**config.mk**
```make
export PLATFORM = sky130hd
export DESIGN_NAME = alu_seq
export DESIGN_NICKNAME = d
export VERILOG_FILES = /design/src/rtl/alu_seq_pkg.sv /design/src/rtl/alu_seq_decode.sv /design/src/rtl/alu_seq.sv
export SDC_FILE = /design/constraint.sdc
export NUM_CORES = 1
export LEC_CHECK = 0
export ABC_AREA = 1
export BUFFER_PORTS_ARGS = -buffer_cell sky130_fd_sc_hd__clkbuf_2
export CORE_MARGIN = 2
export CORE_UTILIZATION = 50
export DETAILED_ROUTE_END_ITERATION = 6
export GPL_ROUTABILITY_DRIVEN = 0
export PLACE_DENSITY = 0.95
export RECOVER_POWER = 25
export SLEW_MARGIN = 20
export SYNTH_ARGS = -nofsm -noshare
export SYNTH_HDL_FRONTEND = slang
export SYNTH_SLANG_ARGS = --single-unit
```
**constraint.sdc**
```tcl
create_clock -name clk -period 2.7 [get_ports clk]
set_input_delay 0.54 -clock clk [delete_from_list [all_inputs] [get_ports clk]]
set_output_delay 0.54 -clock clk [all_outputs]
set_load 0.01 [all_outputs]
```
**src/rtl/alu_seq_pkg.sv**
```systemverilog
// Shared opcodes, ALU control encodings and FSM states for the ALU sequencer.
// Control constants are packed as {zx, nx, zy, ny, f, no}.
package alu_seq_pkg;

  localparam logic [3:0] OP_ZERO = 4'd0;
  localparam logic [3:0] OP_ONE  = 4'd1;
  localparam logic [3:0] OP_NEG1 = 4'd2;
  localparam logic [3:0] OP_X    = 4'd3;
  localparam logic [3:0] OP_Y    = 4'd4;
  localparam logic [3:0] OP_NOTX = 4'd5;
  localparam logic [3:0] OP_NEGX = 4'd6;
  localparam logic [3:0] OP_XINC = 4'd7;
  localparam logic [3:0] OP_XDEC = 4'd8;
  localparam logic [3:0] OP_ADD  = 4'd9;
  localparam logic [3:0] OP_SUB  = 4'd10;
  localparam logic [3:0] OP_RSUB = 4'd11;
  localparam logic [3:0] OP_AND  = 4'd12;
  localparam logic [3:0] OP_OR   = 4'd13;
  localparam logic [3:0] OP_ABSX = 4'd14;
  localparam logic [3:0] OP_MAX  = 4'd15;

  localparam logic [5:0] CTL_ZERO = 6'b101010;
  localparam logic [5:0] CTL_ONE  = 6'b111111;
  localparam logic [5:0] CTL_NEG1 = 6'b111010;
  localparam logic [5:0] CTL_X    = 6'b001100;
  localparam logic [5:0] CTL_Y    = 6'b110000;
  localparam logic [5:0] CTL_NOTX = 6'b001101;
  localparam logic [5:0] CTL_NEGX = 6'b001111;
  localparam logic [5:0] CTL_XINC = 6'b011111;
  localparam logic [5:0] CTL_XDEC = 6'b001110;
  localparam logic [5:0] CTL_ADD  = 6'b000010;
  localparam logic [5:0] CTL_SUB  = 6'b010011;
  localparam logic [5:0] CTL_RSUB = 6'b000111;
  localparam logic [5:0] CTL_AND  = 6'b000000;
  localparam logic [5:0] CTL_OR   = 6'b010101;
  localparam logic [5:0] CTL_OFF  = 6'b000000;

  typedef enum logic [1:0] {
    IDLE  = 2'd0,
    PASS1 = 2'd1,
    PASS2 = 2'd2,
    RESP  = 2'd3
  } state_t;

endpackage

```
**src/rtl/alu_seq_decode.sv**
```systemverilog
// Combinational opcode decoder: selects ALU controls for the current pass
// and reports whether a second pass is required.
module alu_seq_decode
  import alu_seq_pkg::*;
(
  input  logic [3:0] op,
  input  logic       pass2,
  input  logic       sign,
  output logic [5:0] ctl,
  output logic       needs_pass2
);

  always_comb begin
    ctl         = CTL_OFF;
    needs_pass2 = 1'b0;
    if (!pass2) begin
      case (op)
        OP_ZERO: ctl = CTL_ZERO;
        OP_ONE:  ctl = CTL_ONE;
        OP_NEG1: ctl = CTL_NEG1;
        OP_X:    ctl = CTL_X;
        OP_Y:    ctl = CTL_Y;
        OP_NOTX: ctl = CTL_NOTX;
        OP_NEGX: ctl = CTL_NEGX;
        OP_XINC: ctl = CTL_XINC;
        OP_XDEC: ctl = CTL_XDEC;
        OP_ADD:  ctl = CTL_ADD;
        OP_SUB:  ctl = CTL_SUB;
        OP_RSUB: ctl = CTL_RSUB;
        OP_AND:  ctl = CTL_AND;
        OP_OR:   ctl = CTL_OR;
        OP_ABSX: begin
          ctl         = CTL_X;
          needs_pass2 = sign;
        end
        OP_MAX: begin
          ctl         = CTL_SUB;
          needs_pass2 = 1'b1;
        end
        default: ctl = CTL_OFF;
      endcase
    end else begin
      // Sign here is bit 15 of the pass-1 result held in the result register.
      case (op)
        OP_ABSX: ctl = CTL_NEGX;
        OP_MAX:  ctl = sign ? CTL_Y : CTL_X;
        default: ctl = CTL_OFF;
      endcase
    end
  end

endmodule

```
**src/rtl/alu_seq.sv**
```systemverilog
// Multi-cycle sequencer driving an external 16-bit combinational ALU over
// valid/ready request and response channels.
module alu_seq
  import alu_seq_pkg::*;
#(
  parameter int WIDTH = 16
) (
  input  logic             clk,
  input  logic             rst_n,
  input  logic             req_valid,
  output logic             req_ready,
  input  logic [3:0]       req_op,
  input  logic [WIDTH-1:0] req_a,
  input  logic [WIDTH-1:0] req_b,
  output logic             alu_en,
  output logic             alu_zx,
  output logic             alu_nx,
  output logic             alu_zy,
  output logic             alu_ny,
  output logic             alu_f,
  output logic             alu_no,
  output logic [WIDTH-1:0] alu_x,
  output logic [WIDTH-1:0] alu_y,
  input  logic [WIDTH-1:0] alu_out,
  output logic             rsp_valid,
  input  logic             rsp_ready,
  output logic [WIDTH-1:0] rsp_data,
  output logic             rsp_zr,
  output logic             rsp_ng
);

  state_t           state;
  state_t           state_nxt;
  logic [3:0]       op_q;
  logic [WIDTH-1:0] a_q;
  logic [WIDTH-1:0] b_q;
  logic [WIDTH-1:0] res;
  logic [5:0]       dec_ctl;
  logic [5:0]       ctl_out;
  logic             needs_pass2;
  logic             in_pass2;
  logic             sign;
  logic             accept;

  assign in_pass2 = (state == PASS2);
  // In PASS1 the sign comes straight from the ALU; in PASS2 from the stored pass-1 result.
  assign sign     = in_pass2 ? res[WIDTH-1] : alu_out[WIDTH-1];
  assign accept   = req_valid && req_ready;

  alu_seq_decode u_decode (
    .op          (op_q),
    .pass2       (in_pass2),
    .sign        (sign),
    .ctl         (dec_ctl),
    .needs_pass2 (needs_pass2)
  );

  always_ff @(posedge clk or negedge rst_n) begin
    if (!rst_n) begin
      state <= IDLE;
    end else begin
      state <= state_nxt;
    end
  end

  always_ff @(posedge clk or negedge rst_n) begin
    if (!rst_n) begin
      op_q <= '0;
      a_q  <= '0;
      b_q  <= '0;
      res  <= '0;
    end else begin
      if (accept) begin
        op_q <= req_op;
        a_q  <= req_a;
        b_q  <= req_b;
      end
      if (state == PASS1 || state == PASS2) begin
        res <= alu_out;
      end
    end
  end

  always_comb begin
    state_nxt = state;
    req_ready = 1'b0;
    rsp_valid = 1'b0;
    alu_en    = 1'b0;
    ctl_out   = CTL_OFF;
    case (state)
      IDLE: begin
        req_ready = 1'b1;
        if (req_valid) state_nxt = PASS1;
      end
      PASS1: begin
        alu_en    = 1'b1;
        ctl_out   = dec_ctl;
        state_nxt = needs_pass2 ? PASS2 : RESP;
      end
      PASS2: begin
        alu_en    = 1'b1;
        ctl_out   = dec_ctl;
        state_nxt = RESP;
      end
      RESP: begin
        rsp_valid = 1'b1;
        if (rsp_ready) state_nxt = IDLE;
      end
      default: state_nxt = IDLE;
    endcase
  end

  assign {alu_zx, alu_nx, alu_zy, alu_ny, alu_f, alu_no} = ctl_out;
  assign alu_x    = a_q;
  assign alu_y    = b_q;
  assign rsp_data = res;
  assign rsp_zr   = (res == '0);
  assign rsp_ng   = res[WIDTH-1];

endmodule

```
* Word level (Yosys, flattened, before mapping)
Cells that the tools add are included.
** Operators by class
- Reduce and logical (&&, ||, !) cells :: 9
- Equality and inequality tests :: 20
- Muxes and demuxes :: 15
** Operators with widths (count)
- one-hot mux 6 bit (14 select lines) :: 1
- == test 4 bit, second input constant :: 8
- 2-to-1 mux 6 bit :: 3
- == test 4 x 3 -> 1 bit, second input constant :: 4
- logical NOT 16 bit :: 1
- one-hot mux 6 bit (2 select lines) :: 1
- == test 4 x 2 -> 1 bit, second input constant :: 2
- one-hot mux 2 bit (4 select lines) :: 1
- 2-to-1 mux 1 bit :: 6
- OR reduction 2 bit :: 3
- == test 2 bit, second input constant :: 2
- == test 4 x 1 -> 1 bit, second input constant :: 1
- logical NOT 4 bit :: 1
- 2-to-1 mux 2 bit :: 2
- != test 2 bit, second input constant :: 2
- == test 2 x 1 -> 1 bit, second input constant :: 1
- logical NOT 2 bit :: 1
- one-hot mux 1 bit (2 select lines) :: 1
- AND reduction 2 bit :: 1
- logical AND 1 bit :: 1
- logical OR 1 bit :: 1
** Word-level totals
- Register bits after elaboration :: 54
- Logic and storage cells :: 49
- Bits of input ports :: 56

* Longest topological paths before layout
Gate-level depths: netlist of run 1.
- Word-level depth :: 6
- Depth in mapped cells :: 10

* By module
Synthesis of run 1 repeated with hierarchy kept, for this count alone.
** Unflattened totals
- Cell total of the unflattened synthesis :: 347
- Area, all modules :: 2690.1 µm²
** Modules (own cells, without submodules)
- alu_seq :: seq. area each 1351.3 µm², area an instance 2404.8 µm², cells an instance 277, times used 1
- alu_seq_decode :: seq. area each 0.0 µm², area an instance 285.3 µm², cells an instance 70, times used 1

* Worst setup path before layout of run 1
No wires, ideal clock.
- Kind :: flip-flop to output port
- From :: register state[0]
- To :: output port alu_zy
- Stages on the path, launching flop included :: 8
- Path buffers :: 1
- Arrival time :: 1.349 ns
- Slack :: 0.811 ns
- Cell sequence :: dfrtp_1 -> inv_1 -> ha_1 -> buf_2 -> inv_2 -> a21oi_2 -> inv_1 -> nor2_1
** Between the ends
- Word-level cells in the longest chain between the ends :: 6
- Elaborated cells between the ends (all ways) :: 8
** RTL lines
- start: declaration :: line alu_seq.sv:32 : state_t state;
- start signal: assignment :: line alu_seq.sv:62 : state <= state_nxt;
- == test 2 bit :: line alu_seq.sv:45, alu_seq.sv:90
- 2-to-1 mux 1 bit :: line alu_seq.sv:47 : assign sign = in_pass2 ? res[WIDTH-1] : alu_out[WIDTH-1];
- 2-to-1 mux 6 bit :: line alu_seq_decode.sv:46 : OP_MAX: ctl = sign ? CTL_Y : CTL_X;
- one-hot mux 6 bit (2 select lines) :: line alu_seq_decode.sv:44 : case (op)
- 2-to-1 mux 6 bit :: line alu_seq_decode.sv:16 : if (!pass2) begin
- 2-to-1 mux 6 bit * :: line alu_seq.sv:90 : case (state)
- end: declaration :: line alu_seq.sv:18 : output logic alu_zy,
Every way passes the cells marked *; elsewhere a longest branch is shown, timed or not.

* Worst setup path in the final report of run 1
Same ends and word-level chain as after synthesis.

==> results of run 1 <==
-- kinds of logic after synthesis --
group	count (synthesis)
and+or+nand+nor	93
DFF	54
buffers and inverters	35
muxes	32
AOI/OAI and AO/OA	25
adders and majority gates	4
-- layer usage --
| metal | track usage [%] | share of wire (%) | up-vias | wire length [um] |
|---|---|---|---|---|
| met4 | 6.67 | 0.89 | 0 | 46 |
| li1 | - | - | 1006 | - |
| met1 | 24.5 | 43 | 931 | 2240 |
| met2 | 34.2 | 49 | 86 | 2540 |
| met5 | 0 | 0 | - | 0 |
| met3 | 4.80 | 6.4 | 7 | 329 |
-- state kept, by name (all words and copies together) (netlist names) --
| register | flops |
|---|---|
| alu_y | 16 |
| alu_x | 16 |
| rsp_data | 16 |
| op_q | 4 |
| state | 2 |
-- through the flow --
step                cell area, um^2  utilization (%)  total power, mW  setup WS, ns  hold WS, ns
floorplan                      2420                -             2.86         0.811        0.244
global placement               3030             64.7             3.55         0.749        0.475
detailed placement             3030             64.7             3.65         0.657        0.489
CTS                            3180             67.7             4.30         0.302        0.368
global route                   3170             67.7             4.62         0.153        0.438
finish                         3170             67.7             4.27         0.319        0.430
-- worst min-delay path: cells and delay by family --
family                 cells  cell delay [ns]
buffers and inverters      1             0.07
AND/OR/NAND/NOR            2             0.09
-- cell type report --
class / instances / area share, %
inverter: 26 / 3.07
multi-input combinational: 154 / 29.1
tap: 54 / 2.13
sequential: 54 / 42.6
timing repair buffer: 117 / 18.6
clock buffer: 6 / 2.60
clock inverter: 2 / 1.89
-- worst paths after layout --
kind,startpoint,end,slack (ns),depth (start not counted)
min in group asynchronous,rst_n,rsp_data[9],0.59,2
min reg2reg,alu_y[7],alu_y[7],0.50,1
max reg2reg,state[0],alu_y[2],0.94,5
min,alu_out[7],rsp_data[7],0.43,3
max in group asynchronous,rst_n,alu_x[2],1.31,2
max,state[0],alu_zy,0.32,10
-- synth_stat cells --
library cell / number / area (um^2)
sky130_fd_sc_hd__nor2_2: 2 / 12.5
sky130_fd_sc_hd__a21boi_0: 1 / 7.51
sky130_fd_sc_hd__nand3b_1: 1 / 7.51
sky130_fd_sc_hd__dfrtp_1: 54 / 1350
sky130_fd_sc_hd__nor3_1: 3 / 15.0
sky130_fd_sc_hd__nand3_1: 6 / 30.0
sky130_fd_sc_hd__buf_4: 2 / 15.0
sky130_fd_sc_hd__inv_2: 3 / 11.3
sky130_fd_sc_hd__ha_1: 4 / 50.1
sky130_fd_sc_hd__o21ai_0: 14 / 70.1
sky130_fd_sc_hd__inv_1: 23 / 86.3
sky130_fd_sc_hd__a21oi_2: 1 / 8.76
sky130_fd_sc_hd__nor2_1: 18 / 67.6
sky130_fd_sc_hd__mux2_2: 27 / 304
sky130_fd_sc_hd__o22ai_1: 1 / 6.26
sky130_fd_sc_hd__a21oi_1: 7 / 35.0
sky130_fd_sc_hd__nand2_1: 59 / 221
sky130_fd_sc_hd__clkbuf_1: 1 / 3.75
sky130_fd_sc_hd__nor4_1: 2 / 12.5
sky130_fd_sc_hd__o21bai_1: 1 / 7.51
sky130_fd_sc_hd__mux2_1: 5 / 56.3
sky130_fd_sc_hd__buf_2: 6 / 30.0
sky130_fd_sc_hd__nand4_1: 2 / 12.5
-- power groups by stage --
| stage | Sequential, mW | Combinational [mW] | Clock (mW) |
|---|---|---|---|
| detailed placement | 1.51 | 2.14 | 0 |
| CTS | 1.50 | 2.14 | 0.664 |
| finish | 1.50 | 2.12 | 0.649 |
| global placement | 1.49 | 2.07 | 0 |
| floorplan | 1.64 | 1.22 | 0 |
| global route | 1.55 | 2.37 | 0.694 |
==> load_flow_metrics.sql, run 1 <==
INSERT INTO impl_metrics (metric_group, metric, value, unit) VALUES
('detailed_routing', 'total_vias_in_the_final_route', '2030', ''),
('detailed_routing', 'routedWlPerCell', '12.5', 'um'),
('cts', 'cts_repair_resize_count', '0', ''),
('place', 'post-dp-hpwl', '3990', 'um'),
('grt', 'gr-usage-all-layers', '19.9', '%'),
('final_layout', 'finalNonFillerCells', '413', ''),
('cts', 'post_cts.repair.setup_buffers', '0', ''),
('cts', 'ctsHtreeMaxLevel', '2', ''),
('power', 'share_seq_of_total_power', '35.2', '%'),
('detailed_routing', 'remaining_drc_errors', '0', ''),
('timing', 'rsz0062_at_grt', 'false', ''),
('detailed_routing', 'ant_nets', '0', ''),
('worst_setup_path', 'critical-path-slowest-cell', 'sky130_fd_sc_hd__dfrtp_1', ''),
('detailed_routing', 'detail_route.iter0.violations', '88', ''),
('timing', 'hold_viol_final', '0', ''),
('timing', 'max_slew.worst_pin.slew', '1.31', 'ns'),
('final_layout', 'layout.nets', '418', ''),
('grt', 'vias_in_the_first_global_route', '1951', ''),
('detailed_routing', 'detailed_router_iteration_count_before_antenna_repair', '4', ''),
('logic_synthesis', 'post_synth_fa_ha_maj_area_fraction', '2.07', '%'),
('cts', 'clk_pin_slew_worst_paths', '0.10', 'ns'),
('grt', 'maximum_number_of_pins_on_one_net_before_global_route_repair', '55', ''),
('final_layout', 'antenna_cells', '0', ''),
('logic_synthesis', 'area_share_of_and_or_nand_nor_cells_after_synthesis', '15.7', '%'),
('logic_synthesis', 'yosysWarnings', '0', ''),
('timing', 'timing.clock.skew', '0.00932', 'ns'),
('floorplan', 'initial_utilization', '51.6', '%'),
('logic_synthesis', 'synth_compound_gate_area_share', '5.58', '%'),
('timing', 'final_max_slew_viol_count', '0', ''),
('logic_synthesis', 'synth_seq_area_share', '55.8', '%'),
('job', 'max_cap_viol_count', '0', ''),
('logic_synthesis', 'postSynthNetCount', '303', ''),
('cts', 'numCtsBuffers', '5', ''),
('cts', 'clock_path_buffers', '2', ''),
('detailed_routing', 'routed_via_density', '4.92', ''),
('final_layout', 'layout_common_cells', '115 x sky130_fd_sc_hd__clkbuf_2, 59 x sky130_fd_sc_hd__nand2_1, 54 x sky130_fd_sc_hd__dfrtp_1', ''),
('final_layout', 'area_growth', '31.0', '%'),
('final_layout', 'n_fill_cell', '354', ''),
('timing', 'timing.slew.headroom', '12.7', '%'),
('power', 'p_per_area', '1340', 'nW/um^2'),
('timing', 'fin_crit', '2.38', 'ns'),
('worst_setup_path', 'critical_path.max_stage_delay', '0.42', 'ns'),
('hold_path', 'min_path_type', 'input port to flip-flop', ''),
('timing', 'final.setup.tns', '0', 'ns'),
('power', 'combPwrFrac', '49.6', '%'),
('floorplan', 'dieHeight', '73.6', 'um'),
('power', 'switching_share', '40.7', '%'),
('place', 'placedCellCount', '405', ''),
('cts', 'clk_root_buffer_cell', 'sky130_fd_sc_hd__clkbuf_8', ''),
('final_layout', 'layout-drive-gt1-share', '44.0', '%'),
('final_layout', 'multi_input_gate_area_in_the_final_layout', '925', 'um^2'),
('floorplan', 'dieWidth', '73.6', 'um'),
('worst_setup_path', 'critPathRequiredTime', '2.16', 'ns'),
('floorplan', 'die_area', '5420', 'um^2'),
('final_layout', 'area.sequential', '1350', 'um^2'),
('worst_setup_path', 'path_common_cell', 'sky130_fd_sc_hd__inv_1', ''),
('floorplan', 'core_area', '4690', 'um^2'),
('cts', 'clock-sinks', '54', ''),
('logic_synthesis', 'largest_family_of_logic_cells_by_synthesized_area', 'simple AND/OR/NAND/NOR gates', ''),
('worst_setup_path', 'crit_path_start_kind', 'flip-flop', ''),
('worst_setup_path', 'worstPathArrival', '1.84', 'ns'),
('logic_synthesis', 'yosys.area_share.xor_xnor', '0', '%'),
('detailed_routing', 'postRouteWirelength', '5150', 'um'),
('power', 'power.static_leakage', '1.75', 'nW'),
('logic_synthesis', 'synth_area', '2420', 'um^2'),
('worst_setup_path', 'setup.worst_path.class', 'flip-flop to primary output', ''),
('floorplan', 'floorplan.rows', '25', ''),
('power', 'clock_power_share', '15.2', '%'),
('timing', 'setup_viol', '0', ''),
('run_status', 'run_status', 'finished, final reports clean', ''),
('power', 'cell_internal_pwr', '2.53', 'mW');
Power figures use the tool's default switching activity.
==> inputs of run 2 (changes only) <==
- CORE_ASPECT_RATIO: unset -> 0.6
- GPL_TIMING_DRIVEN: unset -> 0
==> load_flow_metrics.sql, run 2 (same netlist as run 1, synthesis figures left out) <==
INSERT INTO impl_metrics (metric_group, metric, value, unit) VALUES
('timing', 'timing.clock.skew', '0.00608', 'ns'),
('detailed_routing', 'total_vias_in_the_final_route', '2105', ''),
('floorplan', 'floorplan.rows', '19', ''),
('floorplan', 'io_pins', '115', ''),
('final_layout', 'layout.cells.most_common', 'sky130_fd_sc_hd__clkbuf_2', ''),
('detailed_routing', 'detail_route.iter0.violations', '96', ''),
('worst_setup_path', 'worstPathMaxFanout', '10', ''),
('final_layout', 'layout-drive-gt1-share', '44.2', '%'),
('worst_setup_path', 'critPathRequiredTime', '2.16', 'ns'),
('floorplan', 'die_area', '5440', 'um^2'),
('cts', 'post_cts.repair.setup_buffers', '0', ''),
('final_layout', 'area.sequential', '1350', 'um^2'),
('detailed_routing', 'routed_via_density', '4.93', ''),
('worst_setup_path', 'worstPathArrival', '1.89', 'ns'),
('floorplan', 'initial_utilization', '52.5', '%'),
('place', 'post-dp-hpwl', '4460', 'um'),
('worst_setup_path', 'path_common_cell', 'sky130_fd_sc_hd__inv_1', ''),
('cts', 'clock_path_buffers', '2', ''),
('final_layout', 'area_growth', '30.1', '%'),
('power', 'worst_ir_drop_vdd', '649', 'uV'),
('grt', 'grt_first_pass_wirelength', '9070', 'um'),
('hold_path', 'hold_path_depth', '3', ''),
('place', 'place_ws', '0.627', 'ns'),
('final_layout', 'n_fill_cell', '379', ''),
('grt', 'grt.met2_usage', '36.1', '%'),
('final_layout', 'finalNonFillerCells', '427', ''),
('hold_path', 'min_path_type', 'input port to flip-flop', ''),
('grt', 'antenna_found_initial', '0', ''),
('timing', 'hold_viol_final', '0', ''),
('cts', 'ctsHtreeMaxLevel', '2', ''),
('place', 'placedCellCount', '420', ''),
('floorplan', 'dieWidth', '93.9', 'um'),
('timing', 'fmaxAchievable', '412', 'MHz'),
('grt', 'gr-usage-met1', '25.3', '%'),
('detailed_routing', 'ant_nets', '0', ''),
('power', 'p_per_area', '1310', 'nW/um^2'),
('detailed_routing', 'remaining_drc_errors', '0', ''),
('timing', 'final.setup.tns', '0', 'ns'),
('cts', 'clock-sinks', '54', ''),
('floorplan', 'core_area', '4610', 'um^2'),
('cts', 'numCtsBuffers', '5', ''),
('worst_setup_path', 'end_kind', 'primary output', ''),
('worst_setup_path', 'critical-path-slowest-cell', 'sky130_fd_sc_hd__dfrtp_1', ''),
('cts', 'clk-insertion-delay-late', '0.29', 'ns'),
('grt', 'globalRoute.busiestLayer', 'met2', ''),
('grt', 'gr-usage-all-layers', '21.1', '%'),
('worst_setup_path', 'critical_path.cell_chain', 'inv_1, ha_1, buf_2, inv_2, a21oi_1, nand2_1, inv_1, clkbuf_2', ''),
('floorplan', 'dieHeight', '57.9', 'um'),
('timing', 'timing.slew.headroom', '14.5', '%'),
('final_layout', 'multi_input_gate_area_in_the_final_layout', '925', 'um^2'),
('cts', 'postCtsHoldBufs', '0', ''),
('cts', 'tritoncts', 'done', ''),
('detailed_routing', 'routedWlPerCell', '13.1', 'um'),
('timing', 'holdWs', '0.452', 'ns'),
('power', 'power.static_leakage', '1.73', 'nW'),
('final_layout', 'layout.nets', '424', ''),
('grt', 'maximum_number_of_pins_on_one_net_before_global_route_repair', '55', ''),
('grt', 'vias_in_the_first_global_route', '2136', ''),
('detailed_routing', 'detailed_router_iteration_count_before_antenna_repair', '4', ''),
('timing', 'setup_ws', '0.272', 'ns'),
('place', 'buffer_ports.inserted', '114', ''),
('detailed_routing', 'postRouteWirelength', '5570', 'um'),
('cts', 'clk_root_buffer_cell', 'sky130_fd_sc_hd__clkbuf_8', ''),
('worst_setup_path', 'crit_path_start_kind', 'flip-flop', ''),
('grt', 'grt.overflow.total', '0', ''),
('grt', 'met3_routing_resource_usage_after_global_routing', '9.10', '%'),
('final_layout', 'antenna_cells', '0', ''),
('timing', 'rsz0062_at_grt', 'false', ''),
('cts', 'cts_repair_resize_count', '0', ''),
('worst_setup_path', 'critical_path.max_stage_delay', '0.42', 'ns'),
('timing', 'max_slew.worst_pin.slew', '1.28', 'ns'),
('worst_setup_path', 'worst_case_reg_to_reg_path_depth', '5', ''),
('timing', 'final_max_slew_viol_count', '0', ''),
('timing', 'setup_viol', '0', ''),
('timing', 'fin_crit', '2.43', 'ns'),
('final_layout', 'post-route-util', '68.3', '%'),
('final_layout', 'layout_common_cells', '114 x sky130_fd_sc_hd__clkbuf_2, 59 x sky130_fd_sc_hd__nand2_1, 54 x sky130_fd_sc_hd__dfrtp_1', ''),
('worst_setup_path', 'setup.worst_path.class', 'flip-flop to primary output', ''),
('cts', 'clk_pin_slew_worst_paths', '0.09', 'ns'),
('timing', 'layout_worst_path_cycle_share', '89.9', '%'),
('run_status', 'run_status', 'finished, final reports clean', ''),
('job', 'max_cap_viol_count', '0', '');
[run 2: layer usage]
layer,vias to the layer above,routed length [um]
met5,-,0
met4,0,29
met3,4,616
met2,107,2560
met1,976,2370
li1,1018,-
[run 2: area by class of cell]
type | count | area share [%]
clock inverter | 1 | 0.238
timing repair buffer | 114 | 18.1
sequential | 54 | 42.9
buffer | 9 | 1.55
tap | 63 | 2.50
clock buffer | 6 | 2.30
multi-input combinational | 154 | 29.3
inverter | 26 | 3.10
[run 2: path summary, 6_finish.rpt]
kind,start,slack (ns),end
max in group asynchronous,rst_n,1.41,alu_x[14]
worst min-delay path,alu_out[3],0.45,rsp_data[3]
worst max-delay path,state[1],0.27,alu_f
worst max register to register,state[1],1.01,rsp_data[8]
min in group asynchronous,rst_n,0.51,rsp_data[6]
worst min register to register,alu_y[4],0.50,alu_y[4]
[run 2: report_power, final]
group          internal [mW]  leakage, nW  switching, mW  total, mW
registers               1.23        0.639          0.261       1.49
clock network          0.178       0.0373          0.235      0.413
logic                  0.932         1.06           1.29       2.22
[run 2: per-stage QoR]
step / total power, mW / area [um^2]
after CTS: 4.16 / 3150
after floorplan: 2.86 / 2420
final: 4.12 / 3150
after global routing: 4.48 / 3150
after global placement: 3.61 / 3070
after detailed placement: 3.73 / 3070
[run 2: critical path: cells and delay by family (launching register included)]
kind / cells / cell delay [ns]
and+or+nand+nor: 1 / 0.07
buffers and inverters: 5 / 0.61
DFF: 1 / 0.42
AOI/OAI and AO/OA: 1 / 0.18
adders and majority gates: 1 / 0.31
==> inputs of run 3 (changes only) <==
- ABC_AREA: 1 -> unset
- CELL_PAD_IN_SITES_DETAIL_PLACEMENT: unset -> 0
- CELL_PAD_IN_SITES_GLOBAL_PLACEMENT: unset -> 1
- CORE_UTILIZATION: 50 -> 39
- PLACE_DENSITY: 0.95 -> 0.94
==> load_flow_metrics.sql, run 3 <==
INSERT INTO impl_metrics (metric_group, metric, value, unit) VALUES
('logic_synthesis', 'synth_top_area_share', '52.6', '%'),
('place', 'place_ws', '0.364', 'ns'),
('grt', 'grt.overflow.total', '0', ''),
('detailed_routing', 'routed_via_density', '4.97', ''),
('detailed_routing', 'total_vias_in_the_final_route', '1924', ''),
('power', 'worst_ir_drop_vdd', '555', 'uV'),
('timing', 'hold_viol_final', '0', ''),
('logic_synthesis', 'postSynthCellCount', '179', ''),
('floorplan', 'die_area', '7280', 'um^2'),
('timing', 'fmaxAchievable', '383', 'MHz'),
('timing', 'setup_viol', '0', ''),
('timing', 'timing.clock.skew', '0.00979', 'ns'),
('worst_setup_path', 'critical-path-slowest-cell', 'sky130_fd_sc_hd__dfrtp_1', ''),
('logic_synthesis', 'number_of_flops_mapped_to_enable_cells_by_yosys', '0', ''),
('worst_setup_path', 'worstPathMaxFanout', '10', ''),
('logic_synthesis', 'post_synth_fa_ha_maj_area_fraction', '2.39', '%'),
('detailed_routing', 'detailed_router_iteration_count_before_antenna_repair', '4', ''),
('final_layout', 'finalNonFillerCells', '387', ''),
('final_layout', 'layout.nets', '362', ''),
('final_layout', 'layout-drive-gt1-share', '63.0', '%'),
('timing', 'setup_ws', '0.0915', 'ns'),
('power', 'cell_internal_pwr', '2.85', 'mW'),
('cts', 'clk-insertion-delay-late', '0.30', 'ns'),
('power', 'power.static_leakage', '1.76', 'nW'),
('final_layout', 'layout_common_cells', '114 x sky130_fd_sc_hd__clkbuf_2, 54 x sky130_fd_sc_hd__dfrtp_1, 30 x sky130_fd_sc_hd__mux2_4', ''),
('detailed_routing', 'detail_route.iter0.violations', '62', ''),
('power', 'clock_power_share', '11.9', '%'),
('timing', 'timing.slew.headroom', '11.2', '%'),
('cts', 'clk_root_buffer_cell', 'sky130_fd_sc_hd__clkbuf_8', ''),
('final_layout', 'stdcell_area', '3380', 'um^2'),
('power', 'combPwrFrac', '54.7', '%'),
('floorplan', 'initial_utilization', '41.1', '%'),
('final_layout', 'area.sequential', '1350', 'um^2'),
('power', 'p_per_area', '1360', 'nW/um^2'),
('final_layout', 'antenna_cells', '0', ''),
('final_layout', 'n_fill_cell', '570', ''),
('power', 'switching_share', '37.9', '%'),
('cts', 'clock-sinks', '54', ''),
('logic_synthesis', 'synthMostInstantiatedCell', 'sky130_fd_sc_hd__dfrtp_1', ''),
('worst_setup_path', 'worstPathArrival', '2.07', 'ns'),
('logic_synthesis', 'synthesis.area_per_instance', '14.4', 'um^2'),
('grt', 'maximum_number_of_pins_on_one_net_before_global_route_repair', '55', ''),
('logic_synthesis', 'synth_seq_area_share', '52.6', '%'),
('timing', 'final_max_slew_viol_count', '0', ''),
('place', 'place_area', '3250', 'um^2'),
('place', 'placedCellCount', '377', ''),
('logic_synthesis', 'area_share_of_and_or_nand_nor_cells_after_synthesis', '7.11', '%'),
('cts', 'clk_pin_slew_worst_paths', '0.10', 'ns'),
('logic_synthesis', 'largest_family_of_logic_cells_by_synthesized_area', 'multiplexers', ''),
('final_layout', 'multi_input_gate_area_in_the_final_layout', '1110', 'um^2'),
('timing', 'fin_crit', '2.61', 'ns'),
('run_status', 'run_status', 'finished, final reports clean', ''),
('worst_setup_path', 'crit_path_start_kind', 'flip-flop', ''),
('logic_synthesis', 'yosysWarnings', '0', ''),
('logic_synthesis', 'synth_compound_gate_area_share', '6.23', '%'),
('power', 'power_switching', '1.74', 'mW'),
('cts', 'ctsHtreeMaxLevel', '2', ''),
('cts', 'postCtsHoldBufs', '0', ''),
('detailed_routing', 'routedWlPerCell', '15.2', 'um'),
('grt', 'antenna_found_initial', '0', ''),
('logic_synthesis', 'postSynthRegisterBits', '54', ''),
('worst_setup_path', 'setup.worst_path.class', 'flip-flop to primary output', ''),
('floorplan', 'core_area', '6250', 'um^2'),
('cts', 'tritoncts', 'done', ''),
('worst_setup_path', 'critPathRequiredTime', '2.16', 'ns'),
('floorplan', 'dieWidth', '109', 'um'),
('worst_setup_path', 'end_kind', 'primary output', ''),
('logic_synthesis', 'postSynthNetCount', '239', ''),
('timing', 'rsz0062_at_grt', 'true', ''),
('detailed_routing', 'ant_nets', '0', ''),
('grt', 'gr-usage-all-layers', '16.0', '%'),
('grt', 'grt_first_pass_wirelength', '8940', 'um'),
('logic_synthesis', 'synth_cell_types', '38', ''),
('logic_synthesis', 'synth.area.mux_share', '27.2', '%'),
('logic_synthesis', 'synth_ff_type', 'sky130_fd_sc_hd__dfrtp_1', ''),
('logic_synthesis', 'yosys-top-cells-area', 'sky130_fd_sc_hd__dfrtp_1 53%, sky130_fd_sc_hd__mux2_4 18%, sky130_fd_sc_hd__mux2_2 9.6%', ''),
('final_layout', 'area_growth', '31.4', '%'),
('power', 'share_seq_of_total_power', '33.4', '%'),
('cts', 'numCtsBuffers', '5', ''),
('logic_synthesis', 'yosys.area_share.xor_xnor', '0.341', '%'),
('timing', 'max_slew.worst_pin.slew', '1.33', 'ns'),
('timing', 'layout_worst_path_cycle_share', '96.6', '%'),
('logic_synthesis', 'synth_area', '2570', 'um^2'),
('logic_synthesis', 'postSynth.asyncResetShare', '100', '%'),
('logic_synthesis', 'synthDominantAreaCellType', 'sky130_fd_sc_hd__dfrtp_1', ''),
('floorplan', 'dieHeight', '66.9', 'um'),
('place', 'post-dp-hpwl', '4550', 'um'),
('hold_path', 'min_path_type', 'input port to flip-flop', ''),
('timing', 'final.setup.tns', '0', 'ns'),
('detailed_routing', 'postRouteWirelength', '5890', 'um'),
('final_layout', 'layout.cells.most_common', 'sky130_fd_sc_hd__clkbuf_2', ''),
('worst_setup_path', 'critical_path.max_stage_delay', '0.44', 'ns'),
('power', 'design_power_total', '4.58', 'mW'),
('worst_setup_path', 'critical_path.cell_chain', 'inv_1, ha_1, buf_4, nand3_1, o21ai_1, nor3b_1, clkbuf_2', ''),
('cts', 'clock_path_buffers', '2', ''),
('logic_synthesis', 'synth_commonest_cells', '54 x sky130_fd_sc_hd__dfrtp_1, 30 x sky130_fd_sc_hd__mux2_4, 22 x sky130_fd_sc_hd__mux2_2', ''),
('floorplan', 'floorplan.rows', '22', ''),
('grt', 'vias_in_the_first_global_route', '1845', ''),
('detailed_routing', 'remaining_drc_errors', '0', ''),
('place', 'buffer_ports.inserted', '114', ''),
('floorplan', 'io_pins', '115', ''),
('job', 'max_cap_viol_count', '0', '');
==> run 3: final timing paths <==
| check | depth (start not counted) | end | from | slack [ns] |
|---|---|---|---|---|
| max | 7 | alu_nx | state[0] | 0.09 |
| min | 2 | rsp_data[0] | alu_out[0] | 0.46 |
| max reg2reg | 5 | alu_x[8] | state[0] | 1.00 |
| min reg2reg | 1 | alu_y[0] | alu_y[0] | 0.52 |
| max in group asynchronous | 1 | op_q[3] | rst_n | 1.38 |
| min in group asynchronous | 1 | rsp_data[2] | rst_n | 0.52 |
==> run 3: cell type report <==
type,instances,share of cell area [%]
Buffer,10,2.59
Clock buffer,5,2.04
Clock inverter,3,1.30
Inverter,6,0.667
Multi-Input combinational cell,109,32.9
Sequential cell,54,40.0
Tap cell,84,3.11
Timing Repair Buffer,116,17.3
==> run 3: power by group through the flow <==
stage	Clock, mW	Sequential, mW	Combinational, mW
floorplan	0	1.67	1.50
global placement	0	1.52	2.44
detailed placement	0	1.54	2.50
CTS	0.565	1.53	2.50
global route	0.594	1.59	2.71
finish	0.543	1.53	2.51
==> run 3: repair_timing <==
| action | in CTS | in global routing |
|---|---|---|
| buffers inserted | 0 | 2 |
| setup endpoints to repair | 0 | 4 |
| resized for setup | 0 | 2 |
==> run 3: critical path, delay by kind of cell, from the launching register on <==
family	cells	cell delay (ns)
AND/OR/NAND/NOR	2	0.30
adder cells (fa/ha/maj)	1	0.37
buffers and inverters	3	0.48
AO/OA/AOI/OAI	1	0.17
flip-flops	1	0.44
==> run 3: cell families after synthesis <==
kind of cell / Yosys count
AOI/OAI and AO/OA: 24
xor gates and xnor gates: 1
adders and majority gates: 5
buffers and inverters: 16
DFF: 54
muxes: 52
and+or+nand+nor: 27
==> run 3: through the flow <==
step           hold WS (ns)  utilization (%)
2_1_floorplan         0.244                -
3_3_place_gp          0.489             51.9
3_5_place_dp          0.494             52.0
4_1_cts               0.340             53.8
5_1_grt               0.452             54.0
6_report              0.462             54.0
==> run 3: metal layers <==
layer	track usage (%)	up-vias	wire length (um)
met4	3.04	0	8
met2	25.2	81	2690
met5	0	-	0
li1	-	884	-
met3	4.40	2	451
met1	22.2	957	2740
